===== src/rtl/adc_bcd_digits_if.sv =====
// Handshake and result bundle between a sample source and the BCD converter.
//   iDATA   : unsigned ADC sample (IN_W bits)
//   iVALID  : iDATA valid
//   oREADY  : converter idle, next edge with iVALID accepts iDATA
//   oDIG    : held BCD digits, digit k in [4k+3:4k]
//   oBLANK  : per-digit blank mask, bit k = 1 blanks display k
//   oOVF    : held overflow flag of the last conversion
//   oDONE   : one-cycle pulse when new results take effect
// master = sample source / display side, slave = converter.
interface adc_bcd_digits_if #(
    parameter int unsigned IN_W = 12,
    parameter int unsigned NDIG = 4
) ();
    logic [IN_W-1:0]   iDATA;
    logic              iVALID;
    logic              oREADY;
    logic [4*NDIG-1:0] oDIG;
    logic [NDIG-1:0]   oBLANK;
    logic              oOVF;
    logic              oDONE;

    modport master (
        output iDATA, iVALID,
        input  oREADY, oDIG, oBLANK, oOVF, oDONE
    );

    modport slave (
        input  iDATA, iVALID,
        output oREADY, oDIG, oBLANK, oOVF, oDONE
    );
endinterface


===== src/rtl/adc_bcd_digits.sv =====
// Sequential binary-to-BCD converter (shift-and-add-3, one bit per clock).
// Accepts one sample when idle, converts it in IN_W cycles, then loads held BCD digits,
// a leading-zero blank mask and an overflow flag, pulsing oDONE once.
// Ports:
//   iCLK   : clock, rising edge
//   iRST_N : synchronous active-low reset
//   bus    : adc_bcd_digits_if.slave (iDATA/iVALID/oREADY/oDIG/oBLANK/oOVF/oDONE)
module adc_bcd_digits #(
    parameter int unsigned IN_W = 12,
    parameter int unsigned NDIG = 4,
    parameter bit          LZB  = 1'b1
) (
    input  logic           iCLK,
    input  logic           iRST_N,
    adc_bcd_digits_if.slave bus
);

    localparam int unsigned BcdW = 4 * NDIG;
    localparam int unsigned CntW = $clog2(IN_W + 1);

    function automatic longint unsigned pow10(input int unsigned n);
        longint unsigned r;
        r = 1;
        for (int unsigned i = 0; i < n; i++) begin
            r = r * 10;
        end
        return r;
    endfunction

    localparam longint unsigned MaxVal = pow10(NDIG) - 1;
    localparam logic [NDIG-1:0] One    = 1;
    // After reset a single "0" shows on the units display.
    localparam logic [NDIG-1:0] BlankRst = LZB ? ~One : '0;

    typedef enum logic [1:0] {StIdle, StShift, StLoad} state_e;

    state_e            state_q, state_d;
    logic [IN_W-1:0]   sreg_q, sreg_d;
    logic [BcdW-1:0]   bcd_q, bcd_d;
    logic [CntW-1:0]   cnt_q, cnt_d;
    logic              ovf_flag_q, ovf_flag_d;
    logic [BcdW-1:0]   dig_q, dig_d;
    logic [NDIG-1:0]   blank_q, blank_d;
    logic              ovf_q, ovf_d;
    logic              done_q, done_d;

    logic [BcdW-1:0]   bcd_adj;
    logic [BcdW-1:0]   bcd_shift;
    logic [IN_W-1:0]   sreg_shift;
    logic [NDIG-1:0]   blank_calc;
    logic [63:0]       data_ext;
    logic              ovf_in;
    logic              all_zero;

    // One double-dabble step: add 3 to every nibble >= 5, then shift {bcd, bin} left.
    always_comb begin
        bcd_adj = bcd_q;
        for (int unsigned k = 0; k < NDIG; k++) begin
            if (bcd_q[4*k +: 4] >= 4'd5) begin
                bcd_adj[4*k +: 4] = bcd_q[4*k +: 4] + 4'd3;
            end
        end
        {bcd_shift, sreg_shift} = {bcd_adj, sreg_q} << 1;
    end

    // Blank digit k when it and every higher digit are zero; units digit never blanks.
    always_comb begin
        blank_calc = '0;
        all_zero   = 1'b1;
        if (LZB) begin
            for (int k = int'(NDIG) - 1; k >= 1; k--) begin
                all_zero      = all_zero & (bcd_q[4*k +: 4] == 4'd0);
                blank_calc[k] = all_zero;
            end
        end
    end

    always_comb begin
        data_ext = 64'(bus.iDATA);
        ovf_in   = data_ext > MaxVal;
    end

    always_comb begin
        state_d    = state_q;
        sreg_d     = sreg_q;
        bcd_d      = bcd_q;
        cnt_d      = cnt_q;
        ovf_flag_d = ovf_flag_q;
        dig_d      = dig_q;
        blank_d    = blank_q;
        ovf_d      = ovf_q;
        done_d     = 1'b0;
        unique case (state_q)
            StIdle: begin
                if (bus.iVALID) begin
                    sreg_d     = bus.iDATA;
                    bcd_d      = '0;
                    ovf_flag_d = ovf_in;
                    cnt_d      = '0;
                    state_d    = StShift;
                end
            end
            StShift: begin
                sreg_d = sreg_shift;
                bcd_d  = bcd_shift;
                cnt_d  = cnt_q + CntW'(1);
                if (cnt_q == CntW'(IN_W - 1)) begin
                    state_d = StLoad;
                end
            end
            StLoad: begin
                done_d  = 1'b1;
                state_d = StIdle;
                if (ovf_flag_q) begin
                    dig_d   = {NDIG{4'h9}};
                    ovf_d   = 1'b1;
                    blank_d = '0;
                end else begin
                    dig_d   = bcd_q;
                    ovf_d   = 1'b0;
                    blank_d = blank_calc;
                end
            end
            default: begin
                state_d = StIdle;
            end
        endcase
    end

    always_ff @(posedge iCLK) begin
        if (!iRST_N) begin
            state_q    <= StIdle;
            sreg_q     <= '0;
            bcd_q      <= '0;
            cnt_q      <= '0;
            ovf_flag_q <= 1'b0;
            dig_q      <= '0;
            blank_q    <= BlankRst;
            ovf_q      <= 1'b0;
            done_q     <= 1'b0;
        end else begin
            state_q    <= state_d;
            sreg_q     <= sreg_d;
            bcd_q      <= bcd_d;
            cnt_q      <= cnt_d;
            ovf_flag_q <= ovf_flag_d;
            dig_q      <= dig_d;
            blank_q    <= blank_d;
            ovf_q      <= ovf_d;
            done_q     <= done_d;
        end
    end

    assign bus.oREADY = (state_q == StIdle);
    assign bus.oDIG   = dig_q;
    assign bus.oBLANK = blank_q;
    assign bus.oOVF   = ovf_q;
    assign bus.oDONE  = done_q;

endmodule


===== src/flat_wrapper.sv =====
// flat-port wrapper written by rule: the top's interface ports become plain ports
module adc_bcd_digits_flat 
#(
    parameter int unsigned IN_W = 12,
    parameter int unsigned NDIG = 4,
    parameter bit          LZB  = 1'b1
)
  (iCLK, iRST_N, bus_iDATA, bus_iVALID, bus_oREADY, bus_oDIG, bus_oBLANK, bus_oOVF, bus_oDONE);
  adc_bcd_digits_if #(.IN_W(IN_W), .NDIG(NDIG)) bus_i ();
  input  logic iCLK;
  input  logic iRST_N;
  input wire logic [$bits(bus_i.iDATA)-1:0] bus_iDATA;
  input wire logic [$bits(bus_i.iVALID)-1:0] bus_iVALID;
  output wire logic [$bits(bus_i.oREADY)-1:0] bus_oREADY;
  output wire logic [$bits(bus_i.oDIG)-1:0] bus_oDIG;
  output wire logic [$bits(bus_i.oBLANK)-1:0] bus_oBLANK;
  output wire logic [$bits(bus_i.oOVF)-1:0] bus_oOVF;
  output wire logic [$bits(bus_i.oDONE)-1:0] bus_oDONE;
  assign bus_i.iDATA = bus_iDATA;
  assign bus_i.iVALID = bus_iVALID;
  assign bus_oREADY = bus_i.oREADY;
  assign bus_oDIG = bus_i.oDIG;
  assign bus_oBLANK = bus_i.oBLANK;
  assign bus_oOVF = bus_i.oOVF;
  assign bus_oDONE = bus_i.oDONE;
  adc_bcd_digits #(.IN_W(IN_W), .NDIG(NDIG), .LZB(LZB)) u_core (.iCLK(iCLK), .iRST_N(iRST_N), .bus(bus_i));
endmodule

===== config.mk =====
export PLATFORM = sky130hd
export DESIGN_NAME = adc_bcd_digits_flat
export DESIGN_NICKNAME = d
export VERILOG_FILES = /design/src/rtl/adc_bcd_digits_if.sv /design/src/rtl/adc_bcd_digits.sv /design/src/flat_wrapper.sv
export SDC_FILE = /design/constraint.sdc
export NUM_CORES = 1
export LEC_CHECK = 0
export BUFFER_PORTS_ARGS = -buffer_cell sky130_fd_sc_hd__buf_2
export CORE_UTILIZATION = 40
export DETAILED_ROUTE_END_ITERATION = 6
export SLEW_MARGIN = 5
export SYNTH_ARGS = -nofsm -noshare
export SYNTH_HDL_FRONTEND = slang
export SYNTH_SLANG_ARGS = --single-unit

===== constraint.sdc =====
create_clock -name iCLK -period 2 [get_ports iCLK]
set_input_delay 0.4 -clock iCLK [delete_from_list [all_inputs] [get_ports iCLK]]
set_output_delay 0.4 -clock iCLK [all_outputs]
set_load 0.01 [all_outputs]

==> results_dict.tcl, run 1 <==
set metrics [dict create \
    synth_cell_types 39 \
    synthTopCellsByArea "dfxtp_1, nand2_1, a21boi_0" \
    yosys_warnings 0 \
    setup_violations 0 \
    syn_inst 307 \
    finalSetupTns_ns 0 \
    final_layout_size_suffix_gt1_share_pct 16.9 \
    drt_iter0_drc 185 \
    port_buffers 35 \
    antenna_found_initial 0 \
    synth_edf_count 0 \
    fin_crit_sh_pct 85.2 \
    max-cap-violations 0 \
    syn_to_final_growth_pct 13.4 \
    synthMostInstantiatedCell "nand2_1" \
    cp-end-kind "primary output" \
    grt_max_degree 35 \
    crit_required_ns 1.60 \
    first_pass_iters 4 \
    min_path_type "input port to flop" \
    synth-async-reset-ratio_pct 0 \
    criticalPathCategory "flop to primary output" \
    synth_top_area_share_pct 42.6 \
    clk_latency_ns 0.30 \
    synthFlopType "dfxtp_1" \
    routedWlPerCell_um 12.9 \
    clk_pin_slew_ns 0.09 \
    cp_slowest_stage_delay_ns 0.53 \
    r2r_start "u_core.state_q[0]" \
    io_pins 38 \
    num_rows 28 \
    p_leak_nw 1.11 \
    vias 2127 \
    period_minus_slack_ns 1.70 \
    met3WireLength_um 238 \
    grt_pass1_vias 1944 \
    total_power_mw 2.00 \
    grt.total_usage_pct 17.3 \
    clock_skew_ns 0.00435 \
    route.detailed.drc 0 \
    die_h_um 81.6 \
    hold_viol_final 0 \
    slew_violations 0 \
    crit_chain "buf_4 > nor2_1 > buf_2" \
    holdCritStartpoint "bus_iDATA[11]" \
    hpwl_um 3710 \
    cp_data_arrival_time_ns 1.30 \
    ctsResizeCount 0 \
    die_x_um 81.6 \
    rsz0062_at_grt "false" \
    wl_um 5300 \
    worstSetupStartpoint "u_core.state_q[1]" \
    start_kind "flop" \
    finalNonFillerCells 412 \
    synth-seq-cells 54 \
    multiInputGateArea_um2 1320 \
    p_per_area_nw_per_um2 696 \
    final_util_pct 47.7 \
    gr-total-overflow 0 \
    n_fill_cell 630 \
    grt_pass1_wl_um 8910 \
    rrSetupSlack_ns 0.34 \
    cts.htree.levels 2 \
    vdd_drop_max_v 0.000471 \
    top_layer_used "met4" \
    regArea_um2 1080 \
    m1WireLength_um 2560 \
    cts_tree "yes" \
    cts.sink_count 54 \
    cts_buffer_depth 2 \
    nNetsFinal 363 \
    numCtsBuffers 5 \
    status "finished, final reports clean" \
    die_area_um2 6670 \
    hold_buffers 0 \
    seq_area_frac_synth_pct 42.6 \
    clockRootBuffer "clkbuf_8" \
    drtAntennaViolNets 0 \
    routed_via_density 5.16 \
    crit_path_top_delay_cell "dfxtp_1" \
    dp_cells 405 \
    syn_area_per_cell_um2 8.27 \
    ys_top_cells_by_count "nand2_1, dfxtp_1, o21ai_0" \
    synth_top_cell_by_area "dfxtp_1" \
    start_util_pct 42.1 \
    cts_setup_buffers 0 \
    syn_area_um2 2540 \
    diodes 0 \
    wl_met2_um 2440 \
    cp_max_fo 15 \
    fmax_ghz 0.587 \
    routabilityCongestion 0.739 \
    coreArea_um2 6030 \
]
==> sequential cells by signal (all words and copies together), names as in the netlist <==
signal             count
u_core.bus.oDIG       16
u_core.bus.oBLANK      3
u_core.cnt_q           4
u_core.sreg_q         12
u_core.bcd_q          16
u_core.bus.oDONE       1
u_core.state_q         2
==> metal layers <==
metal / track usage, % / vias to the layer above
met5: 0 / -
met4: 5.79 / 0
met3: 3.67 / 6
met2: 28.4 / 51
met1: 22.5 / 962
li1: - / 1108
==> final cells by class <==
class / instances / area share (%)
inverters: 11 / 1.44
repair buffers: 42 / 7.92
clock buffers: 6 / 2.87
flip-flops and latches: 54 / 37.6
multi-input cells: 223 / 45.9
well taps: 75 / 3.26
clock inverters: 1 / 1.04
==> critical path: cells and delay by family, from the launching register on <==
kind / cells / cell delay [ns]
simple gates: 1 / 0.05
flops: 1 / 0.53
buf+inv: 2 / 0.42
==> through the flow <==
stage | hold slack [ns] | area [um2] | worst slack (ns)
floorplan | 0.447 | 2540 | 0.527
global placement | 0.445 | 2760 | 0.404
detailed placement | 0.454 | 2760 | 0.361
CTS | 0.410 | 2880 | 0.269
global route | 0.423 | 2880 | 0.181
finish | 0.412 | 2880 | 0.296
==> worst paths after layout <==
path	depth (start not counted)	endpoint
setup / recovery	3	bus_oREADY
hold / removal	3	u_core.sreg_q[11]
setup reg to reg	4	u_core.bcd_q[4]
hold reg to reg	2	u_core.bus.oDIG[1]
==> cell usage in the layout (no fill, tap or decap), drive strengths merged <==
master / netlist / routed
nor3: 6 / 6
o221ai: 9 / 9
a32oi: 2 / 2
ha: 11 / 11
nand2: 62 / 62
xnor2: 4 / 4
mux2: 4 / 4
a21oi: 16 / 16
inv: 11 / 11
xor2: 1 / 1
nor3b: 1 / 1
a22oi: 3 / 3
bufinv: 0 / 1
nor2b: 4 / 4
o31ai: 1 / 1
o211a: 1 / 1
o211ai: 1 / 1
a21boi: 23 / 23
and3: 1 / 1
o21ai: 30 / 30
nor2: 18 / 18
or4b: 2 / 2
and2: 2 / 2
nand3: 8 / 8
clkbuf: 8 / 6
buf: 12 / 42
dfxtp: 54 / 54
nand3b: 1 / 1
conb: 1 / 2
nand2b: 6 / 6
o21bai: 1 / 1
nand4: 1 / 1
o22ai: 2 / 2
==> where the power goes <==
group | total [mW] | internal [mW] | switching [mW]
logic | 0.138 | 0.0574 | 0.0808
registers | 1.12 | 1.10 | 0.0227
clock network | 0.740 | 0.401 | 0.339
total | 2.00 | 1.56 | 0.443
==> cells by family (layout without fill, tap and decap cells) <==
kind of cell / count (synthesis) / after routing / share of synthesized area [%]
and+or+nand+nor: 112 / 112 / 20.5
adders and majority gates: 11 / 11 / 5.42
DFF: 54 / 54 / 42.6
AOI/OAI and AO/OA: 89 / 89 / 22.3
muxes: 4 / 4 / 1.78
xor gates and xnor gates: 5 / 5 / 1.73
buffers and inverters: 31 / 60 / 5.52
other: 1 / 2 / 0.148
Power figures use the tool's default switching activity.
==> run 2, diff against run 1 <==
--- a/config.mk
+++ b/config.mk
@@ -5,8 +5,9 @@
 export SDC_FILE = /design/constraint.sdc
 export NUM_CORES = 1
 export LEC_CHECK = 0
+export ABC_AREA = 1
 export BUFFER_PORTS_ARGS = -buffer_cell sky130_fd_sc_hd__buf_2
-export CORE_UTILIZATION = 40
+export CORE_UTILIZATION = 30
 export DETAILED_ROUTE_END_ITERATION = 6
 export SLEW_MARGIN = 5
 export SYNTH_ARGS = -nofsm -noshare
==> run 2 against run 1 <==
Compared with the run above: routed wire length down 0.91%; global-route usage down 4.5 points; critical path depth increased by 6; count of clock-buffer cells in the layout grew 1; sequential power barely moved; non-clock buffer count decreased by 4; maximum frequency is 25% higher; synthesized cell count up 7.2%; combinational power decreased by 14%; core utilization shrank 12 points; register-to-register slack improved by 0.30 ns.
==> results_dict.tcl, run 2 <==
set metrics [dict create \
    status "finished, final reports clean" \
    routedWlPerCell_um 11.4 \
    setup_violations 0 \
    synth_top_area_share_pct 44.0 \
    rsz0062_at_grt "false" \
    holdCritStartpoint "bus_iDATA[0]" \
    synth-seq-cells 54 \
    drt_iter0_drc 79 \
    pwr-share-seq_pct 62.0 \
    synth_cell_types 25 \
    criticalPathCategory "flop to flop" \
    num_rows 32 \
    cts_buffer_depth 2 \
    period_minus_slack_ns 1.36 \
    routed_via_density 4.68 \
    vdd_drop_max_v 0.000290 \
    r2r_start "u_core.bcd_q[0]" \
    hold_buffers 0 \
    cp-end-kind "flop" \
    synth_edf_count 0 \
    ys_top_cells_by_count "nand2_1, dfxtp_1, a21oi_1" \
    p_int_mw 1.37 \
    syn_to_final_growth_pct 12.7 \
    vias 2160 \
    min_path_type "input port to flop" \
    grt.total_usage_pct 12.8 \
    synthFlopType "dfxtp_1" \
    start_util_pct 31.4 \
    first_pass_iters 4 \
    switchingPower_mw 0.408 \
    p_comb_share_pct 6.7 \
    clockRootBuffer "clkbuf_8" \
    drtAntennaViolNets 0 \
    diodes 0 \
    clkPwrFrac_pct 31.3 \
    route.detailed.drc 0 \
    final_util_pct 35.4 \
    n_fill_cell 843 \
    reg2regPathDepth 9 \
    whs_ns 0.355 \
    cts.htree.levels 2 \
    p_leak_nw 1.21 \
    die_area_um2 8550 \
    wl_um 5250 \
    cp_max_fo 5 \
    nNetsFinal 386 \
    ctsResizeCount 0 \
    grt_max_degree 33 \
    grt_pass1_wl_um 8980 \
    yosys_warnings 0 \
    worst_path_most_repeated_cell "nor2_1" \
    synthMostInstantiatedCell "nand2_1" \
    final_layout_size_suffix_gt1_share_pct 14.4 \
    crit_path_top_delay_cell "dfxtp_1" \
    start_kind "flop" \
    synth-async-reset-ratio_pct 0 \
    hpwl_um 3610 \
    finalSetupTns_ns 0 \
    clk_latency_ns 0.29 \
    swShare_pct 22.9 \
    fin_crit_sh_pct 68.2 \
    seq_area_frac_synth_pct 44.0 \
    hold_end "u_core.sreg_q[0]" \
    syn_area_per_cell_um2 7.46 \
    p_per_area_nw_per_um2 644 \
    hold_viol_final 0 \
    rrSetupSlack_ns 0.64 \
    synth_top_cell_by_area "dfxtp_1" \
    fmax_ghz 0.733 \
    numCtsBuffers 5 \
    timing.rr.end "u_core.bcd_q[4]" \
    gr-total-overflow 0 \
    max-cap-violations 0 \
    layout_common_cells "nand2_1, dfxtp_1, a21oi_1" \
    die_x_um 92.5 \
    total_power_mw 1.78 \
    syn_area_um2 2450 \
    cts_tree "yes" \
    cts_setup_buffers 0 \
    coreArea_um2 7810 \
    cp_data_arrival_time_ns 1.60 \
    clk_pin_slew_ns 0.09 \
    port_buffers 35 \
    routabilityCongestion 0.798 \
    die_h_um 92.5 \
    slew_violations 0 \
    holdPathStages 3 \
    io_pins 38 \
    cp_slowest_stage_delay_ns 0.40 \
    final_common_cell "nand2_1" \
    syn_inst 329 \
    worstSetupStartpoint "u_core.bcd_q[0]" \
    cts.sink_count 54 \
    clock_skew_ns 0.00240 \
    synthTopCellsByArea "dfxtp_1, nand2_1, a21oi_1" \
    crit_required_ns 2.23 \
    antenna_found_initial 0 \
    grt_pass1_vias 1971 \
    crit_chain "inv_1 > ha_1 > inv_1 > nand2_1 > nand3_1 > nand2_1 > nor2_1 > nor2_1 > nor2_1" \
]
-- run 2: cell types whose count changed in the layout (fill, tap and decap cells not counted), moves of 5 or more --
cell      change
nand2_1      +12
nand2b_1      -5
a21boi_0     -20
inv_1        +24
nand3_1      +12
o21ai_0       -6
o221ai_1      -9
nand4_1      +10
a21oi_1      +34
-- run 2: worst max path at each step --
stage | endpoint | slack (ns)
2_1_floorplan | u_core.bcd_q[4] | 0.83
3_3_place_gp | u_core.cnt_q[3] | 0.69
3_5_place_dp | u_core.bcd_q[4] | 0.67
4_1_cts | bus_oREADY | 0.64
5_1_grt | u_core.bcd_q[4] | 0.48
6_report | u_core.bcd_q[4] | 0.64
-- run 2: routing by layer --
metal / vias up / wire length [um] / global-route usage (%)
li1: 1142 / - / -
met1: 969 / 2590 / 16.8
met2: 44 / 2360 / 21.2
met3: 5 / 238 / 2.22
met4: 0 / 58 / 3.91
met5: - / 0 / 0
-- run 2: area by class of cell --
| class | instances | area [um2] | share of cell area, % |
|---|---|---|---|
| clock buffers | 7 | 76.3 | 2.76 |
| well taps | 102 | 128 | 4.61 |
| repair buffers | 38 | 198 | 7.15 |
| flip-flops and latches | 54 | 1080 | 39.1 |
| inverters | 38 | 145 | 5.25 |
| multi-input cells | 223 | 1140 | 41.2 |
-- run 2: power groups by stage --
stage / clock network (mW) / logic, mW / registers [mW]
finish: 0.558 / 0.119 / 1.10
global route: 0.634 / 0.134 / 1.11
CTS: 0.593 / 0.120 / 1.11
detailed placement: 0 / 0.119 / 1.13
global placement: 0 / 0.118 / 1.13
floorplan: 0 / 0.0905 / 1.13
-- run 2: cell families after synthesis --
logic type	share of synthesized area, %
other	0.153
AOI/OAI and AO/OA	17.7
and+or+nand+nor	22.7
DFF	44.0
adders and majority gates	5.61
buffers and inverters	9.73
-- run 2: critical path, delay by kind of cell, from the launching register on --
family	cells	cell delay (ns)
and+or+nand+nor	6	0.51
DFF	1	0.40
adders and majority gates	1	0.22
buffers and inverters	2	0.16
-- run 2: stage by stage --
stage | cells | cell area (um2) | setup WS (ns)
after global routing | 462 | 2770 | 0.478
final | 462 | 2770 | 0.636
after CTS | 462 | 2770 | 0.643
after detailed placement | 455 | 2690 | 0.673
after global placement | 455 | 2690 | 0.691
after floorplan | 330 | 2460 | 0.826
==> run 3, diff against run 2 <==
==> constraint.sdc (replaced) <==
create_clock -name iCLK -period 1.2 [get_ports iCLK]
set_input_delay 0.24 -clock iCLK [delete_from_list [all_inputs] [get_ports iCLK]]
set_output_delay 0.24 -clock iCLK [all_outputs]
set_load 0.01 [all_outputs]
==> run 3 against run 2 <==
Compared with the run above: setup slack lost 0.62 ns; core utilization grew 5.4 points; first-iteration DRC count is 33% higher; critical endpoint is now bus_oREADY; largest power group unchanged; via count is 7.3% higher; hold slack got worse by 0.17 ns; global-route usage grew 0.85 points; design area rose by 15%; combinational power up 110%.
==> results_dict.tcl, run 3 (same netlist as run 2, synthesis figures left out) <==
set metrics [dict create \
    p_leak_nw 1.41 \
    start_util_pct 31.4 \
    cp_max_fo 4 \
    wl_um 5790 \
    io_pins 38 \
    hold_buffers 0 \
    crit_chain "nor2_2 > buf_2" \
    hold_viol_final 0 \
    grt.total_usage_pct 13.6 \
    antenna_found_initial 0 \
    criticalPathCategory "flop to primary output" \
    cts.htree.levels 2 \
    multiInputGateArea_um2 1290 \
    num_rows 32 \
    routabilityCongestion 0.824 \
    drt_iter0_drc 105 \
    r2r_start "u_core.bcd_q[9]" \
    p_per_area_nw_per_um2 964 \
    final_common_cell "nand2_1" \
    slew_violations 0 \
    clockRootBuffer "clkbuf_8" \
    grt_max_degree 33 \
    cp_slowest_stage_delay_ns 0.36 \
    n_fill_cell 821 \
    routedWlPerCell_um 11.9 \
    crit_path_top_delay_cell "dfxtp_2" \
    clkPwrFrac_pct 32.1 \
    finalNonFillerCells 488 \
    reg2regPathDepth 6 \
    grt_pass1_wl_um 9490 \
    clk_pin_slew_ns 0.10 \
    cp-end-kind "primary output" \
    dp_cells 472 \
    clk_latency_ns 0.31 \
    cp_top_family "flip-flops" \
    die_x_um 92.5 \
    first_pass_iters 4 \
    holdPathStages 3 \
    vdd_drop_max_v 0.000456 \
    cts.sink_count 54 \
    p_comb_share_pct 8.1 \
    setup_violations 0 \
    crit_required_ns 0.96 \
    nNetsFinal 411 \
    timing.rr.end "u_core.bcd_q[10]" \
    numCtsBuffers 5 \
    pwr-share-seq_pct 59.8 \
    coreArea_um2 7810 \
    fmax_ghz 0.847 \
    rsz0062_at_grt "true" \
    hold_end "u_core.sreg_q[0]" \
    hpwl_um 3860 \
    regArea_um2 1100 \
    period_minus_slack_ns 1.18 \
    swShare_pct 24.1 \
    critPathBufInv 1 \
    layout_common_cells "nand2_1, a21oi_1, dfxtp_1" \
    port_buffers 35 \
    die_area_um2 8550 \
    syn_to_final_growth_pct 29.9 \
    total_power_mw 3.07 \
    max-cap-violations 0 \
    cts_tree "yes" \
    final_layout_size_suffix_gt1_share_pct 32.1 \
    die_h_um 92.5 \
    vias 2317 \
    switchingPower_mw 0.741 \
    start_kind "flop" \
    clock_skew_ns 0.0110 \
    p_int_mw 2.33 \
    rrSetupSlack_ns 0.07 \
    holdCritStartpoint "bus_iDATA[0]" \
    gr-total-overflow 0 \
    drtAntennaViolNets 0 \
    cp_data_arrival_time_ns 0.94 \
    routed_via_density 4.75 \
    grt_pass1_vias 2162 \
    route.detailed.drc 0 \
    diodes 0 \
    min_path_type "input port to flop" \
    status "finished, final reports clean" \
    fin_crit_sh_pct 98.3 \
    cts_buffer_depth 2 \
]
-- run 3: changes by cell type in the layout (fill, tap and decap cells not counted), sizes merged --
cell and delta:
clkbuf -1, clkinv +2, buf +25
-- run 3: area by class of cell --
class,instances,share of cell area (%)
clock buffer,6,2.28
sequential,54,34.4
tap,102,4.00
clock inverter,2,0.432
multi-input combinational,223,40.6
inverter,38,5.18
timing repair buffer,63,13.1
-- run 3: how the worst max path moves through the flow --
stage / startpoint / end / slack (ns) / depth (start not counted)
finish: u_core.state_q[0] / bus_oREADY / 0.02 / 2
global route: u_core.bcd_q[4] / u_core.bcd_q[5] / -0.04 / 8
CTS: u_core.bcd_q[13] / u_core.bus.oBLANK[1] / 0.004 / 6
detailed placement: u_core.bcd_q[8] / u_core.bcd_q[9] / -0.05 / 8
global placement: u_core.bcd_q[13] / u_core.bus.oBLANK[1] / -0.03 / 6
floorplan: u_core.bcd_q[0] / u_core.bcd_q[4] / 0.03 / 9
-- run 3: layer usage --
metal  wire length, um  up-vias  GRT usage, %
li1                  -     1202             -
met1              2830     1071          18.1
met2              2710       38          22.7
met3               191        6          2.46
met4                61        0          3.52
met5                 0        -             0
-- run 3: power by group through the flow --
stage               combinational [mW]  sequential [mW]  clock, mW
CTS                              0.236             1.84       1.04
finish                           0.248             1.84      0.986
detailed placement               0.233             1.88          0
global placement                 0.231             1.88          0
floorplan                        0.151             1.88          0
global route                     0.278             1.84       1.12
-- run 3: repair_timing --
action                                  in CTS  in global routing
pin swaps                                    0                 16
resized for setup                           16                 50
setup buffers                                1                  7
endpoints found under the setup margin      26                 29
-- run 3: worst min-delay path, cell delays in order --
cell,delay (ns)
buf_2,0.09
nand2_1,0.06
a21oi_1,0.06
-- run 3: per-stage QoR --
step | hold slack [ns] | utilization, % | TNS, ns | cell area (um2) | worst slack (ns)
after floorplan | 0.378 | - | 0 | 2460 | 0.0264
after global placement | 0.435 | 36.4 | -0.0723 | 2840 | -0.0292
after detailed placement | 0.444 | 36.4 | -0.514 | 2840 | -0.0530
after CTS | 0.180 | 38.0 | 0 | 2970 | 0.00353
after global routing | 0.197 | 40.8 | -0.158 | 3190 | -0.0420
final | 0.187 | 40.8 | 0 | 3190 | 0.0199
